===== src/rtl/fifo_mem_ctrl.sv =====
// Storage array and wrap-bit pointer controller for the synchronous FIFO.
// Push/pop acceptance, occupancy, registered read port and one-cycle error pulses.
module fifo_mem_ctrl #(
    parameter int DATA_WIDTH = 32,
    parameter int DEPTH      = 16
) (
    input  logic                    CLK,
    input  logic                    nRST,
    input  logic                    mem_wr_en,
    input  logic [DATA_WIDTH-1:0]   mem_wr_data,
    input  logic                    mem_rd_en,
    output logic [DATA_WIDTH-1:0]   mem_rd_data,
    output logic                    mem_rd_valid,
    output logic                    mem_full,
    output logic                    mem_empty,
    output logic                    mem_wr_err,
    output logic                    mem_rd_err,
    output logic [$clog2(DEPTH):0]  mem_count
);

    localparam int ADDR_WIDTH = $clog2(DEPTH);
    localparam logic [ADDR_WIDTH:0] PTR_ONE = 1;

    logic [DATA_WIDTH-1:0] mem_array [DEPTH];

    logic [ADDR_WIDTH:0]   wr_ptr_reg, wr_ptr_next;
    logic [ADDR_WIDTH:0]   rd_ptr_reg, rd_ptr_next;
    logic [ADDR_WIDTH:0]   count_reg, count_next;
    logic [DATA_WIDTH-1:0] rd_data_reg;
    logic                  rd_valid_reg;
    logic                  wr_err_reg;
    logic                  rd_err_reg;

    logic                  full;
    logic                  empty;
    logic                  acc_wr;
    logic                  acc_rd;
    logic [ADDR_WIDTH-1:0] wr_addr;
    logic [ADDR_WIDTH-1:0] rd_addr;

    assign wr_addr = wr_ptr_reg[ADDR_WIDTH-1:0];
    assign rd_addr = rd_ptr_reg[ADDR_WIDTH-1:0];

    // Flags depend only on registered pointers, never on this cycle's requests.
    assign empty = (wr_ptr_reg == rd_ptr_reg);
    assign full  = (wr_ptr_reg[ADDR_WIDTH] != rd_ptr_reg[ADDR_WIDTH]) &&
                   (wr_ptr_reg[ADDR_WIDTH-1:0] == rd_ptr_reg[ADDR_WIDTH-1:0]);

    // A push into a full FIFO is allowed when a pop frees the slot in the same cycle.
    assign acc_rd = mem_rd_en & ~empty;
    assign acc_wr = mem_wr_en & (~full | (mem_rd_en & ~empty));

    always_comb begin
        wr_ptr_next = wr_ptr_reg;
        rd_ptr_next = rd_ptr_reg;
        count_next  = count_reg;
        if (acc_wr) begin
            wr_ptr_next = wr_ptr_reg + PTR_ONE;
        end
        if (acc_rd) begin
            rd_ptr_next = rd_ptr_reg + PTR_ONE;
        end
        if (acc_wr && !acc_rd) begin
            count_next = count_reg + PTR_ONE;
        end else if (acc_rd && !acc_wr) begin
            count_next = count_reg - PTR_ONE;
        end
    end

    // Storage is left unreset so it can map onto block RAM.
    always_ff @(posedge CLK) begin
        if (acc_wr) begin
            mem_array[wr_addr] <= mem_wr_data;
        end
    end

    always_ff @(posedge CLK or negedge nRST) begin
        if (!nRST) begin
            wr_ptr_reg   <= '0;
            rd_ptr_reg   <= '0;
            count_reg    <= '0;
            rd_data_reg  <= '0;
            rd_valid_reg <= 1'b0;
            wr_err_reg   <= 1'b0;
            rd_err_reg   <= 1'b0;
        end else begin
            wr_ptr_reg   <= wr_ptr_next;
            rd_ptr_reg   <= rd_ptr_next;
            count_reg    <= count_next;
            rd_valid_reg <= acc_rd;
            wr_err_reg   <= mem_wr_en & ~acc_wr;
            rd_err_reg   <= mem_rd_en & empty;
            // Non-blocking read returns the old word even if this edge overwrites the slot.
            if (acc_rd) begin
                rd_data_reg <= mem_array[rd_addr];
            end
        end
    end

    assign mem_rd_data  = rd_data_reg;
    assign mem_rd_valid = rd_valid_reg;
    assign mem_full     = full;
    assign mem_empty    = empty;
    assign mem_wr_err   = wr_err_reg;
    assign mem_rd_err   = rd_err_reg;
    assign mem_count    = count_reg;

endmodule


===== config.mk =====
export PLATFORM = sky130hd
export DESIGN_NAME = fifo_mem_ctrl
export DESIGN_NICKNAME = d
export VERILOG_FILES = /design/src/rtl/fifo_mem_ctrl.sv
export SDC_FILE = /design/constraint.sdc
export NUM_CORES = 1
export LEC_CHECK = 0
export CORE_UTILIZATION = 57
export CTS_BUF_LIST = sky130_fd_sc_hd__clkbuf_8
export DETAILED_ROUTE_END_ITERATION = 6
export MAX_ROUTING_LAYER = met4
export PLACE_DENSITY = 0.78
export SLEW_MARGIN = 20
export SYNTH_ARGS = -nofsm -noshare
export SYNTH_HDL_FRONTEND = slang
export SYNTH_SLANG_ARGS = --single-unit

===== constraint.sdc =====
create_clock -name CLK -period 3.9 [get_ports CLK]
set_clock_uncertainty 0.05 [all_clocks]
set_input_delay 1.17 -clock CLK [delete_from_list [all_inputs] [get_ports CLK]]
set_output_delay 1.17 -clock CLK [all_outputs]
set_load 0.05 [all_outputs]

==> key figures <==
Run status
  – Run status: finished, final reports clean

Place
  – Dpl hpwl: 23.40 mm
  – Area after DPL: 23030 um^2
  – Cells after DPL: 1531
  – Routability cong.: 0.7273
  – Count of input and output buffers: 77

Floorplan
  – FP Rows: 70
  – Full die area: 38720 um^2
  – Core area: 36960 um^2
  – Top-Level Pins: 78
  – Die width: 196.8 um
  – Die Y: 196.8 um
  – Starting Density: about 59%

GRT
  – Total gr overflow: 0
  – Global-route wire length before repair: approximately 66 mm
  – Tot GR Track Use: 24.70%
  – Largest net degree at the start of global routing: 132
  – Number of global-route vias before repair: about 11000
  – Initial antenna violation count: 1

Drt
  – DRT antenna net count: 0
  – Post-route DRC: 0
  – Vias per std cell: approximately 6.2
  – Router iterations before antenna repair: 5
  – Average wire per standard cell: approximately 26 um
  – Routed via count: 10560
  – Iter 0 DRT Violations: 1104
  – Final wirelength: 44.66 mm

STA
  – Hold slack: 0.4199 ns
  – Tightest Pin Transition: 1.035 ns
  – Setup violations, final: 0
  – RSZ-0062 raised after global routing: false
  – Final TNS setup: 0 ns
  – Max Transition Viols Final: 0
  – Fin. Hold Viols: 0
  – Period Utilization, post-route: 94.83%
  – Crit path time final: 3.698 ns
  – Rel. slew slack: 30.97%
  – Fmax achieved: 270.4 MHz

Critical path
  – Worst path cell trace: xnor2_1, nand4_1, nor2_1, dlygate4sd2_1
  – Max Fanout on Critical Path: 10
  – R2r startpoint: rd_ptr_reg[2]
  – CP arrival: 2.48 ns
  – Critical Path End Type: output port
  – Buf/Inv on CP: 1
  – Delay-heaviest family, CP: flip-flops
  – Crit-path max cell delay: 0.56 ns
  – Crit Path Class: reg -> out
  – Crit path from: rd_ptr_reg[2]
  – Slowest CP cell: dfrtp_4
  – Reg2reg setup slack: 0.56 ns
  – Reg2Reg Depth: 6
  – Reg2reg end: mem_rd_data[15]
  – WP data required: 2.68 ns
  – Startpoint Class: register

Cells and area
  – Final Non-Filler Cells: 1692
  – Nets: ~1200
  – Synth-to-Final Area Change: 14.04%
  – Ratio of cells with drive above 1 in the final layout: between 20% and 30%
  – Max reg flops: 512
  – Reg with most FFs: mem_array
  – Design Area, Final: 24660 um^2
  – Util after Layout: 66.73%

Logic synthesis
  – Main combinational cell family by area after synthesis: multiplexers
  – Post-synthesis sequential area ratio: 76.88%
  – Yosys cell types: 37
  – Mux contribution to synthesized area: 14.13%
  – Async SR Flop Fraction: 8.897%
  – Cells after Synth: 969
  – Share of the synthesized area in the top cell type: between 70% and 80%
  – Fraction of the mapped netlist area in adder cells: less than 1%
  – Flops & latches, synth: 562
  – Synth Area in Simple Gates: around 1.2%
  – Syn_area_per_cell: around 22 um^2
  – Commonest cells in the netlist: edfxtp_1 (512), mux4_2 (82), a22oi_1 (64), dfrtp_1 (50), mux4_1 (46)
  – Synthesized Nets: 1016
  – Top-count cell post-synth: edfxtp_1
  – Synth Area in Compound Gates: 4.339%
  – Post-synthesis xor/xnor area fraction: 0.6885%
  – Synth area leaders: edfxtp_1 (71%), mux4_2 (8.5%), dfrtp_1 (5.8%), mux4_1 (5.6%), a22oi_1 (2.2%)
  – Mapped cell area: 21630 um^2
  – Top FF cell, synth: edfxtp_1
  – Post-synth EDFFs: 512
  – YS warnings: 0
  – Top cell type by total area after synthesis: edfxtp_1

CTS
  – Clock Sinks: approximately 560
  – Clk pin slew, worst setup/hold paths: 0.06 ns
  – Worst skew pair latency: 0.64 ns
  – CTS max path bufs: 3
  – CTS tree: built
  – Htree depth: 3
  – CTS buffer count: 87
  – CTS Root Cell: clkbuf_8

Hold path
  – HP Start: mem_rd_data[27]
  – WHS Path Cells: 1
  – Worst min path class: reg -> reg
  – Worst Hold End: mem_rd_data[27]

Flow run
  – Maxcap violations: 0

Pwr
  – Pwr per Cell Area: 721.0 nW/um^2
  – P_leak: 8.505 nW
  – Peak supply drop: 0.7088 mV
==> placed cells by master, fill, tap and decap left out, types with 2 or more instances in the layout <==
| master | n |
|---|---|
| a21oi_1 | 34 |
| dfrtp_1 | 48 |
| buf_12 | 6 |
| clkinv_1 | 13 |
| dlygate4sd2_1 | 2 |
| clkinvlp_4 | 2 |
| edfxtp_1 | 512 |
| nand2_1 | 10 |
| inv_1 | 41 |
| clkdlybuf4s50_1 | 74 |
| dfrtp_4 | 2 |
| nor2_1 | 3 |
| ha_1 | 10 |
| xnor2_1 | 13 |
| mux4_2 | 82 |
| nor2b_4 | 2 |
| and3_2 | 15 |
| and2_1 | 2 |
| inv_8 | 3 |
| o21ai_0 | 4 |
| mux4_1 | 46 |
| clkbuf_8 | 96 |
| buf_4 | 33 |
| a21o_1 | 32 |
| a22oi_1 | 64 |
| xor2_1 | 4 |
| clkinv_2 | 12 |
| nand4_1 | 4 |
| nor2b_1 | 3 |
==> power breakdown <==
group | internal (W) | total, W | switching [W]
clock network | 0.00234 | 0.00455 | 0.00220
logic | 0.00232 | 0.00551 | 0.00319
registers | 0.00739 | 0.00773 | 0.000343
total | 0.0120 | 0.0178 | 0.00574
==> metal layers <==
metal	global-route usage, %	wire length (um)
met5	-	0
met2	37.26	21510
met4	8.441	1055
met3	5.014	4215
met1	34.25	17880
==> per-stage QoR <==
step	power, W	worst slack (ns)
after floorplan	0.01187	0.5214
after global placement	0.01323	0.2291
after detailed placement	0.01339	0.1778
after CTS	0.01794	0.1744
after global routing	0.01855	0.07737
final	0.01778	0.2018
==> cell families after synthesis <==
| kind of cell | after synthesis |
|---|---|
| flip-flops | 562 |
| AO/OA/AOI/OAI | 138 |
| multiplexers | 128 |
| buffers and inverters | 67 |
| AND/OR/NAND/NOR | 46 |
| XOR/XNOR | 17 |
| adder cells (fa/ha/maj) | 11 |
==> cell type report <==
type,instances,area (um^2)
Antenna cell,1,2.502
Clock buffer,96,1321
Clock inverter,64,311.5
Fill cell,2309,12300
Inverter,9,33.78
Multi-Input combinational cell,340,4599
Sequential cell,562,16630
Tap cell,504,630.6
Timing Repair Buffer,116,1131
==> how the worst max path moves through the flow <==
| stage | cells after the start | end | slack, ns |
|---|---|---|---|
| after global placement | 11 | mem_count[4] | 0.23 |
| after global routing | 4 | mem_empty | 0.08 |
| after CTS | 4 | mem_empty | 0.17 |
| after floorplan | 5 | mem_array[3][0] | 0.52 |
| final | 4 | mem_empty | 0.20 |
| after detailed placement | 11 | mem_count[4] | 0.18 |
==> repair_timing <==
| action | in CTS | in global routing |
|---|---|---|
| hold buffers | 0 | 0 |
| buffers inserted | 0 | 0 |
| gates resized for setup | 2 | 0 |
| setup endpoints to repair | 2 | 0 |
Note: power is estimated with default switching activity, not from simulation.
